`config.mk`:
```
export PLATFORM = sky130hd
export DESIGN_NAME = trap_sequencer_flat
export DESIGN_NICKNAME = d
export VERILOG_FILES = /design/src/rtl/trap_sequencer_if.sv /design/src/rtl/trap_sequencer.sv /design/src/flat_wrapper.sv
export SDC_FILE = /design/constraint.sdc
export NUM_CORES = 1
export LEC_CHECK = 0
export ABC_AREA = 1
export CORE_AREA = 2 2 129 131
export CTS_BUF_LIST = sky130_fd_sc_hd__clkbuf_16
export DETAILED_ROUTE_END_ITERATION = 7
export DIE_AREA = 0 0 131 133
export PLACE_DENSITY = 0.84
export SKIP_CTS_REPAIR_TIMING = 1
export SLEW_MARGIN = 20
export SYNTH_ARGS = -nofsm -noshare
export SYNTH_HDL_FRONTEND = slang
export SYNTH_SLANG_ARGS = --single-unit
```
`constraint.sdc`:
```
create_clock -name clk -period 5.1 [get_ports clk]
set_clock_uncertainty 0.05 [all_clocks]
set_input_delay 1.02 -clock clk [delete_from_list [all_inputs] [get_ports clk]]
set_output_delay 1.02 -clock clk [all_outputs]
set_load 0.05 [all_outputs]
```
`src/rtl/trap_sequencer_if.sv`:
```
// CSR command port between trap_sequencer (master) and the M-mode CSR file (slave).
//   csr_index   CSR address driven by the master
//   csr_opcode  CSRRW / CSRRS funct3 encoding (0 = no-op)
//   csr_ren     read enable; csr_val is returned combinationally in the same cycle
//   csr_wen     write enable; the CSR file commits csr_reg_val on the clock edge
//   csr_reg_val write data
//   csr_val     read data driven by the slave
interface trap_sequencer_if #(
    parameter int unsigned XLEN = 32
);
    logic [11:0]     csr_index;
    logic [2:0]      csr_opcode;
    logic            csr_ren;
    logic            csr_wen;
    logic [XLEN-1:0] csr_reg_val;
    logic [XLEN-1:0] csr_val;

    modport master (
        output csr_index,
        output csr_opcode,
        output csr_ren,
        output csr_wen,
        output csr_reg_val,
        input  csr_val
    );

    modport slave (
        input  csr_index,
        input  csr_opcode,
        input  csr_ren,
        input  csr_wen,
        input  csr_reg_val,
        output csr_val
    );
endinterface

```
`src/rtl/trap_sequencer.sv`:
```
// Trap entry / MRET return sequencer. Drives the M-mode CSR file through a one-command-per-cycle
// CSR port and finishes each sequence with a single-cycle PC redirect.
// Ports:
//   clk, nrst        clock, asynchronous active-low reset
//   trap_req         trap entry request with trap_cause / trap_epc / trap_tval (taken in idle only)
//   mret_req         MRET request (taken in idle only; loses to a simultaneous trap_req)
//   req_ready        high while idle
//   csr              CSR command port (master side)
//   redirect_valid   one-cycle pulse, fetch jumps to redirect_pc
//   redirect_pc      jump target, held until the next redirect
module trap_sequencer #(
    parameter int unsigned XLEN        = 32,
    parameter bit          VECTORED_EN = 1'b1
) (
    input  logic            clk,
    input  logic            nrst,
    input  logic            trap_req,
    input  logic [XLEN-1:0] trap_cause,
    input  logic [XLEN-1:0] trap_epc,
    input  logic [XLEN-1:0] trap_tval,
    input  logic            mret_req,
    output logic            req_ready,
    trap_sequencer_if.master csr,
    output logic            redirect_valid,
    output logic [XLEN-1:0] redirect_pc
);
    localparam logic [11:0] CsrMstatus = 12'h300;
    localparam logic [11:0] CsrMtvec   = 12'h305;
    localparam logic [11:0] CsrMepc    = 12'h341;
    localparam logic [11:0] CsrMcause  = 12'h342;
    localparam logic [11:0] CsrMtval   = 12'h343;

    localparam logic [2:0] OpCsrrw = 3'b001;
    localparam logic [2:0] OpCsrrs = 3'b010;

    localparam logic [XLEN-1:0] LowBit  = XLEN'(1);
    localparam logic [XLEN-1:0] LowBits = XLEN'(3);

    typedef enum logic [3:0] {
        StIdle,
        StTEpc,
        StTCause,
        StTTval,
        StTMstRd,
        StTMstWr,
        StTVec,
        StRMstRd,
        StRMstWr,
        StREpc,
        StRedir
    } state_e;

    typedef struct packed {
        logic [11:0]     index;
        logic [2:0]      opcode;
        logic            ren;
        logic            wen;
        logic [XLEN-1:0] val;
    } cmd_t;

    state_e          state_q;
    cmd_t            cmd_q;
    logic [XLEN-1:0] cause_q;
    logic [XLEN-1:0] tval_q;

    logic [XLEN-1:0] vec_base;
    logic [XLEN-1:0] vec_off;
    logic            vec_mode;

    function automatic cmd_t rd_cmd(input logic [11:0] idx);
        cmd_t c;
        c        = '0;
        c.index  = idx;
        c.opcode = OpCsrrs;
        c.ren    = 1'b1;
        return c;
    endfunction

    function automatic cmd_t wr_cmd(input logic [11:0] idx, input logic [XLEN-1:0] v);
        cmd_t c;
        c        = '0;
        c.index  = idx;
        c.opcode = OpCsrrw;
        c.wen    = 1'b1;
        c.val    = v;
        return c;
    endfunction

    // Trap entry: MPIE <= MIE, MIE <= 0, MPP <= M.
    function automatic logic [XLEN-1:0] trap_mstatus(input logic [XLEN-1:0] v);
        logic [XLEN-1:0] r;
        r        = v;
        r[7]     = v[3];
        r[3]     = 1'b0;
        r[12:11] = 2'b11;
        return r;
    endfunction

    // MRET: MIE <= MPIE, MPIE <= 1, MPP stays M (only M-mode implemented).
    function automatic logic [XLEN-1:0] mret_mstatus(input logic [XLEN-1:0] v);
        logic [XLEN-1:0] r;
        r        = v;
        r[3]     = v[7];
        r[7]     = 1'b1;
        r[12:11] = 2'b11;
        return r;
    endfunction

    // mtvec decode, valid while the MTVEC read is on the port (StTVec).
    // Reserved MODE values fall through to direct mode.
    always_comb begin
        vec_base = csr.csr_val & ~LowBits;
        vec_off  = {cause_q[XLEN-3:0], 2'b00};
        vec_mode = VECTORED_EN && (csr.csr_val[1:0] == 2'b01) && cause_q[XLEN-1];
    end

    assign req_ready       = (state_q == StIdle);
    assign csr.csr_index   = cmd_q.index;
    assign csr.csr_opcode  = cmd_q.opcode;
    assign csr.csr_ren     = cmd_q.ren;
    assign csr.csr_wen     = cmd_q.wen;
    assign csr.csr_reg_val = cmd_q.val;

    // The command for a state is registered on the edge that enters it, so the CSR unit sees it
    // for exactly that state's cycle and read data can be used on the edge that leaves it.
    always_ff @(posedge clk or negedge nrst) begin
        if (!nrst) begin
            state_q        <= StIdle;
            cmd_q          <= '0;
            cause_q        <= '0;
            tval_q         <= '0;
            redirect_valid <= 1'b0;
            redirect_pc    <= '0;
        end else begin
            cmd_q          <= '0;
            redirect_valid <= 1'b0;
            unique case (state_q)
                StIdle: begin
                    if (trap_req) begin
                        cause_q <= trap_cause;
                        tval_q  <= trap_tval;
                        cmd_q   <= wr_cmd(CsrMepc, trap_epc & ~LowBit);
                        state_q <= StTEpc;
                    end else if (mret_req) begin
                        cmd_q   <= rd_cmd(CsrMstatus);
                        state_q <= StRMstRd;
                    end
                end
                StTEpc: begin
                    cmd_q   <= wr_cmd(CsrMcause, cause_q);
                    state_q <= StTCause;
                end
                StTCause: begin
                    cmd_q   <= wr_cmd(CsrMtval, tval_q);
                    state_q <= StTTval;
                end
                StTTval: begin
                    cmd_q   <= rd_cmd(CsrMstatus);
                    state_q <= StTMstRd;
                end
                StTMstRd: begin
                    // The modified mstatus is captured straight into the write command.
                    cmd_q   <= wr_cmd(CsrMstatus, trap_mstatus(csr.csr_val));
                    state_q <= StTMstWr;
                end
                StTMstWr: begin
                    cmd_q   <= rd_cmd(CsrMtvec);
                    state_q <= StTVec;
                end
                StTVec: begin
                    redirect_pc    <= vec_mode ? (vec_base + vec_off) : vec_base;
                    redirect_valid <= 1'b1;
                    state_q        <= StRedir;
                end
                StRMstRd: begin
                    cmd_q   <= wr_cmd(CsrMstatus, mret_mstatus(csr.csr_val));
                    state_q <= StRMstWr;
                end
                StRMstWr: begin
                    cmd_q   <= rd_cmd(CsrMepc);
                    state_q <= StREpc;
                end
                StREpc: begin
                    redirect_pc    <= csr.csr_val & ~LowBit;
                    redirect_valid <= 1'b1;
                    state_q        <= StRedir;
                end
                StRedir: begin
                    state_q <= StIdle;
                end
                default: begin
                    state_q <= StIdle;
                end
            endcase
        end
    end
endmodule

```
`src/flat_wrapper.sv`:
```
// flat-port wrapper written by rule: the top's interface ports become plain ports
module trap_sequencer_flat 
#(
    parameter int unsigned XLEN        = 32,
    parameter bit          VECTORED_EN = 1'b1
)
  (clk, nrst, trap_req, trap_cause, trap_epc, trap_tval, mret_req, req_ready, redirect_valid, redirect_pc, csr_csr_index, csr_csr_opcode, csr_csr_ren, csr_csr_wen, csr_csr_reg_val, csr_csr_val);
  trap_sequencer_if #(.XLEN(XLEN)) csr_i ();
  input  logic clk;
  input  logic nrst;
  input  logic trap_req;
  input  logic [XLEN-1:0] trap_cause;
  input  logic [XLEN-1:0] trap_epc;
  input  logic [XLEN-1:0] trap_tval;
  input  logic mret_req;
  output logic req_ready;
  output logic redirect_valid;
  output logic [XLEN-1:0] redirect_pc;
  output wire logic [$bits(csr_i.csr_index)-1:0] csr_csr_index;
  output wire logic [$bits(csr_i.csr_opcode)-1:0] csr_csr_opcode;
  output wire logic [$bits(csr_i.csr_ren)-1:0] csr_csr_ren;
  output wire logic [$bits(csr_i.csr_wen)-1:0] csr_csr_wen;
  output wire logic [$bits(csr_i.csr_reg_val)-1:0] csr_csr_reg_val;
  input wire logic [$bits(csr_i.csr_val)-1:0] csr_csr_val;
  assign csr_csr_index = csr_i.csr_index;
  assign csr_csr_opcode = csr_i.csr_opcode;
  assign csr_csr_ren = csr_i.csr_ren;
  assign csr_csr_wen = csr_i.csr_wen;
  assign csr_csr_reg_val = csr_i.csr_reg_val;
  assign csr_i.csr_val = csr_csr_val;
  trap_sequencer #(.XLEN(XLEN), .VECTORED_EN(VECTORED_EN)) u_core (.clk(clk), .nrst(nrst), .trap_req(trap_req), .trap_cause(trap_cause), .trap_epc(trap_epc), .trap_tval(trap_tval), .mret_req(mret_req), .req_ready(req_ready), .csr(csr_i), .redirect_valid(redirect_valid), .redirect_pc(redirect_pc));
endmodule
```
# Yosys cells after proc, flatten, opt, wreduce, memory -nomap -nowiden
# Index checks and enable logic that the tools add are counted.
totals:
  regBits: 150
  out_inout_bits: 83
classes:
  n_addsub: 1
  n_eq_ne: 11
  mux: 9
  reduce_logical: 5
op_table:
  columns: ["cell", "n"]
  rows:
  - ["case mux 49 bit (8 select lines)", 1]
  - ["case mux 32 bit (2 select lines)", 1]
  - ["2-to-1 mux 49 bit", 1]
  - ["2-to-1 mux 47 bit", 1]
  - ["case mux 4 bit (9 select lines)", 1]
  - ["adder 32 bit", 1]
  - ["2-to-1 mux 32 bit", 1]
  - ["equality test 4 x 3 -> 1 bit (second input constant)", 4]
  - ["equality test 4 x 2 -> 1 bit (second input constant)", 2]
  - ["equality test 4 bit (second input constant)", 2]
  - ["2-to-1 mux 4 bit", 2]
  - ["equality test 4 x 1 -> 1 bit (second input constant)", 1]
  - ["zero test 4 bit", 1]
  - ["inequality test 3 bit (second input constant)", 1]
  - ["equality test 2 x 1 -> 1 bit (second input constant)", 1]
  - ["AND reduction 2 bit", 1]
  - ["nonzero test 2 bit", 1]
  - ["OR reduction 2 bit", 1]
  - ["logical AND 1 bit", 1]
  - ["2-to-1 mux 1 bit", 1]

# Depth between registers and ports, before layout
# Gate-level depths: netlist of run 1.
logic_depth:
  depth_word: 4
  ltp_mapped: 13

# Worst setup path after synthesis of run 1
# No wires, ideal clock.
synth_path:
  path_type: "input-to-reg"
  start: "in csr_csr_val[2]"
  end: "reg u_core.redirect_pc[14]"
  t_arrival_ps: 2465
  required_ps: 4929
  path_slack_ps: 2464
  stages: 9
  path_buffers: 0
  cell_sequence: "ha_1 > fa_1 > nand3_1 > nand3_1 > nand3_1 > nand3_1 > or2_2 > nand3_1 > a21oi_1"
synth_via:
  elab_chain_cells: 3
synth_lines:
  columns: ["item", "line_no", "text"]
  rows:
  - ["start: declaration", "flat_wrapper.sv:24", "input wire logic [$bits(csr_i.csr_val)-1:0] csr_csr_val;"]
  - ["adder 32 bit", "trap_sequencer.sv:171", "redirect_pc <= vec_mode ? (vec_base + vec_off) : vec_base;"]
  - ["2-to-1 mux 32 bit", "trap_sequencer.sv:171", null]
  - ["case mux 32 bit (2 select lines)", "trap_sequencer.sv:137", "unique case (state_q)"]
  - ["end signal: assignment", "trap_sequencer.sv:171", null]
  - ["end signal: assignment", "trap_sequencer.sv:184", "redirect_pc <= csr.csr_val & ~LowBit;"]
  - ["end: declaration", "trap_sequencer.sv:25", "output logic [XLEN-1:0] redirect_pc"]
# No other way between the ends.
# A chain may end at the register's enable or synchronous reset.

# Worst setup path in the final report of run 1
layout_path:
  start: "reg u_core.state_q[3]"
  end: "out req_ready"
layout_via:
  elab_chain_cells: 1
layout_lines:
  columns: ["item", "line_no", "text"]
  rows:
  - ["start: declaration", "trap_sequencer.sv:61", "state_e state_q;"]
  - ["start signal: assignment", "trap_sequencer.sv:128", "state_q <= StIdle;"]
  - ["start signal: assignment", "trap_sequencer.sv:143", "state_q <= StTEpc;"]
  - ["start signal: assignment", "trap_sequencer.sv:146", "state_q <= StRMstRd;"]
  - ["zero test 4 bit", "trap_sequencer.sv:117", "assign req_ready = (state_q == StIdle);"]
  - ["end: declaration", "flat_wrapper.sv:16", "output logic req_ready;"]
# No other way between the ends.

==> results of run 1 <==
-- cells by family (layout without fill, tap and decap cells) --
logic type | count (synthesis) | after routing | share of synthesized area (%)
compound gates | 91 | 91 | 7.01
fa+ha+maj | 30 | 30 | 4.60
buf+inv | 196 | 392 | 10.6
xor+xnor | 10 | 10 | 1.05
other cells | 1 | 9 | 0.0451
flops | 139 | 139 | 41.8
simple gates | 721 | 721 | 34.9
-- state kept, by name, summed over array words and instances, names as in the netlist --
| register | flops |
|---|---|
| u_core.redirect_pc | 31 |
| u_core.csr.csr_opcode | 2 |
| u_core.redirect_valid | 1 |
| u_core.csr.csr_reg_val | 32 |
| u_core.csr.csr_index | 5 |
| u_core.tval_q | 32 |
| u_core.cause_q | 32 |
| u_core.state_q | 4 |
-- Yosys cell counts, types with 13 or more instances --
library cell	n	share of area (%)
o21ai_0	27	1.6
buf_2	13	0.78
nand4_1	18	1.4
inv_1	137	6.2
a21oi_1	30	1.8
nand2_1	556	25
ha_1	29	4.4
nor2_1	66	3.0
nand3_1	53	3.2
buf_4	21	1.9
dfrtp_1	139	42
-- cells in the final DEF, fill, tap and decap left out, types with 4 or more instances in the layout --
cell type / n
o21bai_1: 5
or2_2: 5
o2111ai_1: 10
clkdlybuf4s50_1: 204
clkbuf_16: 17
nand4_1: 18
o21ai_1: 7
nor2_2: 5
buf_4: 7
nand3_1: 53
clkinv_1: 5
o2111ai_2: 6
a21oi_1: 30
nor2_1: 66
nor3_1: 6
nand2_1: 556
o21ai_0: 27
xor2_1: 8
conb_1: 8
inv_2: 10
dfrtp_1: 139
ha_1: 29
inv_6: 4
inv_1: 137
-- final timing paths --
check                                  startpoint                         end  slack [ps]  cells after the start
min reg2reg                u_core.redirect_pc[19]      u_core.redirect_pc[19]         430                      2
min                        u_core.redirect_pc[19]      u_core.redirect_pc[19]         430                      2
max reg2reg                     u_core.state_q[1]           u_core.state_q[1]        2530                      8
max                             u_core.state_q[3]                   req_ready        1860                      4
min in group asynchronous                    nrst     u_core.csr.csr_index[6]         640                      1
max in group asynchronous                    nrst  u_core.csr.csr_reg_val[29]        3220                      2
-- power breakdown --
group	switching [W]	internal (W)	total, W
Combinational	0.00252	0.00126	0.00378
Clock	0.000501	0.000718	0.00122
Sequential	0.000330	0.00159	0.00192
Total	0.00335	0.00357	0.00692
-- routing by layer --
| metal | up-vias | GRT usage, % |
|---|---|---|
| met5 | - | 0 |
| met4 | 0 | 10.2 |
| met3 | 47 | 5.78 |
| met2 | 301 | 48.6 |
| met1 | 3857 | 41.4 |
| li1 | 4046 | - |
-- final cells by class --
| cell class | count | area (µm²) |
|---|---|---|
| fillers | 1431 | 5190 |
| multi-input cells | 860 | 3990 |
| flip-flops and latches | 139 | 3480 |
| repair buffers | 212 | 2110 |
| inverters | 148 | 556 |
| clock buffers | 17 | 425 |
| well taps | 220 | 275 |
| clock inverters | 15 | 146 |
| diodes | 1 | 2.50 |
-- critical path: stages (launching register included) --
cell	delay, ps
dfrtp_1	440
nor2_1	190
inv_1	130
nor2_2	170
clkdlybuf4s50_1	830
-- stage by stage --
step	instance area (µm²)	std cells	util [%]
final	11000	1612	67.9
after global routing	11000	1612	67.9
after CTS	11000	1611	67.9
after detailed placement	10400	1579	64.3
after global placement	10400	1579	64.3
after floorplan	8350	1195	-
==> reports/qor.csv, run 1 <==
stage,metric,value,unit
run_status,status,finished clean,
detailed_routing,First DRT Iteration DRCs,466,
detailed_routing,Detail Route met2 WL,12.2,mm
die,Die Span Y,133,µm
die,total die area,0.0174,mm²
synth,yosys warns,0,
die,Die W,131,µm
setup_path,Startpoint Class,flop,
detailed_routing,Remaining DRCs,0,
timing,fin worst setup slack,1860,ps
detailed_routing,total number of vias,8251,
clocking,number of buffers created by CTS,17,
detailed_routing,Pre-antenna DRT Iters,5,
die,Core Region,0.0162,mm²
clocking,Worst-Skew Late Latency,420,ps
setup_path,Crit Path Max Fanout,4,
setup_path,Critical Path RT,4030,ps
grt,initial antenna violation count,1,
detailed_routing,ANT nets after route,0,
clocking,clock sink total,139,
detailed_routing,Met3 Wirelength,1.70,mm
timing,"Hold Vio Cnt, Final",0,
synth,Netlist cell types,38,
synth,Main synth FF type,dfrtp_1,
grt,vias in the first global route,7911,
synth,sequential area share after synthesis,41.8,%
clocking,Max clock buf depth,2,
timing,Slew @ Worst Pin,988,ps
timing,WHS,426,ps
layout,Area growth syn-to-layout,31.9,%
min_path,hold crit path type,reg -> reg,
timing,fmax,308,MHz
setup_path,Setup Crit Path Kind,reg -> out,
placement,dpl ws,1760,ps
synth,Synth Instances,1188,
timing,Worst slew margin,33.7,%
setup_path,critical path arrival,2170,ps
synth,"FF+latch count, synth",139,
synth,"EDFF count, synth",0,
synth,Post-synth ARST share,100,%
clocking,H-tree levels,4,
power_and_ir_drop,Max IR drop VDD,0.345,mV
synth,Avg Inst Size Synth,7.00,µm²
layout,layout net count,1540,
grt,gr usage total,30.4,%
timing,endpoints failing setup,0,
placement,PortBufs,205,
timing,setup TNS,0,ps
placement,RePlAce Congestion,0.944,
power_and_ir_drop,Pwr Density,630,mW/mm²
placement,dpl hpwl,19.5,mm
timing,RSZ-0062 raised after global routing,no,
clocking,Clock Pin Slew Worst Setup and Hold Paths,60,ps
detailed_routing,Via-to-Cell Ratio,5.12,
die,Initial Util,51.5,%
synth,mapped cell area,0.00832,mm²
detailed_routing,drt total wl,25.7,mm
timing,Max Slew Vio Count,0,
setup_path,nature of the critical path endpoint,primary output,
die,I/O Pins,215,
grt,Overflow after GRT,0,
detailed_routing,routed len/inst,15.9,µm
grt,largest net degree at the start of global routing,98,
clocking,CTS tree,yes,
die,row count,47,
layout,layout cell share with drive strength beyond 1,5.03,%
power_and_ir_drop,P_leak,5.75,nW
detailed_routing,uppermost routed layer,met4,
clocking,CTS root buffer,clkbuf_16,
grt,first-pass GRT wire length,40.6,mm
power_and_ir_drop,total power,0.00692,W
flow_run,Max-cap violations,0,
detailed_routing,met1 wire length,11.0,mm
timing,Final Critical Period,3240,ps
timing,Final Cycle Share,63.6,%
Power figures use the tool's default switching activity.
==> run 2, diff against run 1 <==
--- a/config.mk
+++ b/config.mk
@@ -6,11 +6,11 @@
 export NUM_CORES = 1
 export LEC_CHECK = 0
 export ABC_AREA = 1
-export CORE_AREA = 2 2 129 131
+export CORE_AREA = 2 2 133 135
 export CTS_BUF_LIST = sky130_fd_sc_hd__clkbuf_16
 export DETAILED_ROUTE_END_ITERATION = 7
-export DIE_AREA = 0 0 131 133
-export PLACE_DENSITY = 0.84
+export DIE_AREA = 0 0 135 137
+export PLACE_DENSITY = 0.8
 export SKIP_CTS_REPAIR_TIMING = 1
 export SLEW_MARGIN = 20
 export SYNTH_ARGS = -nofsm -noshare
==> constraint.sdc (replaced) <==
create_clock -name clk -period 3.1 [get_ports clk]
set_clock_uncertainty 0.05 [all_clocks]
set_input_delay 0.62 -clock clk [delete_from_list [all_inputs] [get_ports clk]]
set_output_delay 0.62 -clock clk [all_outputs]
set_load 0.05 [all_outputs]
==> reports/qor.csv, run 2 (same netlist as run 1, synthesis figures left out) <==
stage,metric,value,unit
run_status,status,finished clean,
die,Core Region,0.0171,mm²
clocking,Worst-Skew Late Latency,430,ps
power_and_ir_drop,Comb pwr share,54.8,%
power_and_ir_drop,power share of the clock group,17.6,%
layout,"most common cell after layout, fill and taps aside",nand2_1,
timing,RSZ-0062 raised after global routing,no,
setup_path,Critical Path RT,2430,ps
die,Die Span Y,137,µm
detailed_routing,drt total wl,25.5,mm
clocking,number of buffers created by CTS,17,
grt,gr usage total,28.4,%
timing,Final Critical Period,2820,ps
detailed_routing,ANT nets after route,0,
layout,layout cell share with drive strength beyond 1,5.52,%
clocking,Max clock buf depth,2,
clocking,CTS tree,yes,
timing,Final Cycle Share,91.0,%
power_and_ir_drop,design internal power,0.00577,W
timing,Slew @ Worst Pin,697,ps
die,row count,48,
timing,endpoints failing setup,0,
timing,WHS,72.9,ps
power_and_ir_drop,P_leak,5.79,nW
grt,largest net degree at the start of global routing,78,
layout,fin util,64.7,%
timing,fmax,354,MHz
timing,"Hold Vio Cnt, Final",0,
setup_path,Worst R2R Setup Slack,820,ps
setup_path,Setup Crit Path Kind,reg -> out,
power_and_ir_drop,total power,0.0114,W
grt,initial antenna violation count,1,
power_and_ir_drop,Sw Ratio,49.2,%
timing,setup TNS,0,ps
placement,RePlAce Congestion,0.951,
power_and_ir_drop,Max IR drop VDD,0.487,mV
die,total die area,0.0185,mm²
clocking,Clock Pin Slew Worst Setup and Hold Paths,70,ps
power_and_ir_drop,sequential power share,27.6,%
layout,Area growth syn-to-layout,32.6,%
setup_path,critical path arrival,2150,ps
clocking,clock sink total,139,
setup_path,Crit Path Max Fanout,4,
setup_path,nature of the critical path endpoint,primary output,
layout,diode count,0,
detailed_routing,Via-to-Cell Ratio,5.02,
setup_path,Startpoint Class,flop,
clocking,CTS root buffer,clkbuf_16,
detailed_routing,Pre-antenna DRT Iters,7,
detailed_routing,routed len/inst,15.8,µm
die,Initial Util,48.8,%
detailed_routing,Remaining DRCs,0,
detailed_routing,First DRT Iteration DRCs,623,
power_and_ir_drop,Net Sw Power,0.00559,W
layout,layout net count,1543,
layout,most frequent cells in the layout,"nand2_1, clkdlybuf4s50_1, dfrtp_1, inv_1, nor2_1",
grt,vias in the first global route,7567,
power_and_ir_drop,Pwr Density,1030,mW/mm²
die,Die W,135,µm
flow_run,Max-cap violations,0,
die,I/O Pins,215,
timing,Max Slew Vio Count,0,
min_path,hold crit path type,in -> async,
detailed_routing,total number of vias,8135,
placement,PortBufs,205,
grt,Overflow after GRT,0,
placement,dpl hpwl,19.8,mm
grt,first-pass GRT wire length,39.9,mm
clocking,H-tree levels,4,
timing,Worst slew margin,53.6,%
[run 2: layer usage]
layer | global-route usage, % | share of wire (%) | wire length (µm)
met2 | 45.0 | 47 | 11900
met1 | 39.8 | 45 | 11400
met5 | 0 | 0 | 0
met4 | 9.95 | 2.8 | 725
met3 | 4.33 | 5.8 | 1480
[run 2: worst paths after layout]
| check | startpoint | endpoint | cells past startpoint |
|---|---|---|---|
| max in group asynchronous | nrst | u_core.tval_q[29] | 2 |
| hold reg to reg | u_core.cause_q[30] | u_core.cause_q[30] | 2 |
| hold / removal | nrst | u_core.tval_q[1] | 1 |
| setup reg to reg | u_core.cause_q[0] | u_core.redirect_pc[14] | 9 |
| min in group clk | u_core.cause_q[30] | u_core.cause_q[30] | 2 |
| setup / recovery | u_core.state_q[2] | req_ready | 4 |
[run 2: critical path, cell delays in order, from the launching register on]
cell and delay (ps):
dfrtp_1 450, nor2_1 150, inv_1 120, nor2_2 170
clkdlybuf4s50_1 830
[run 2: layout make-up]
type	instances	area, µm²
Sequential cell	139	3480
Inverter	148	556
Tap cell	225	282
Multi-Input combinational cell	860	3990
Clock buffer	17	425
Clock inverter	15	146
Timing Repair Buffer	215	2150
Fill cell	1575	6020
[run 2: power groups by stage]
stage | Clock, W | Sequential (W) | Combinational, W
4_1_cts | 0.00202 | 0.00313 | 0.00624
6_report | 0.00200 | 0.00313 | 0.00623
2_1_floorplan | 0 | 0.00430 | 0.00319
3_3_place_gp | 0 | 0.00312 | 0.00610
5_1_grt | 0.00210 | 0.00322 | 0.00683
3_5_place_dp | 0 | 0.00315 | 0.00621
[run 2: per-stage QoR]
step	instances	setup slack, ps	instance area, µm²
after floorplan	1195	864	8350
after CTS	1619	250	11000
after global routing	1619	184	11000
after global placement	1587	191	10500
final	1619	278	11000
after detailed placement	1587	166	10500
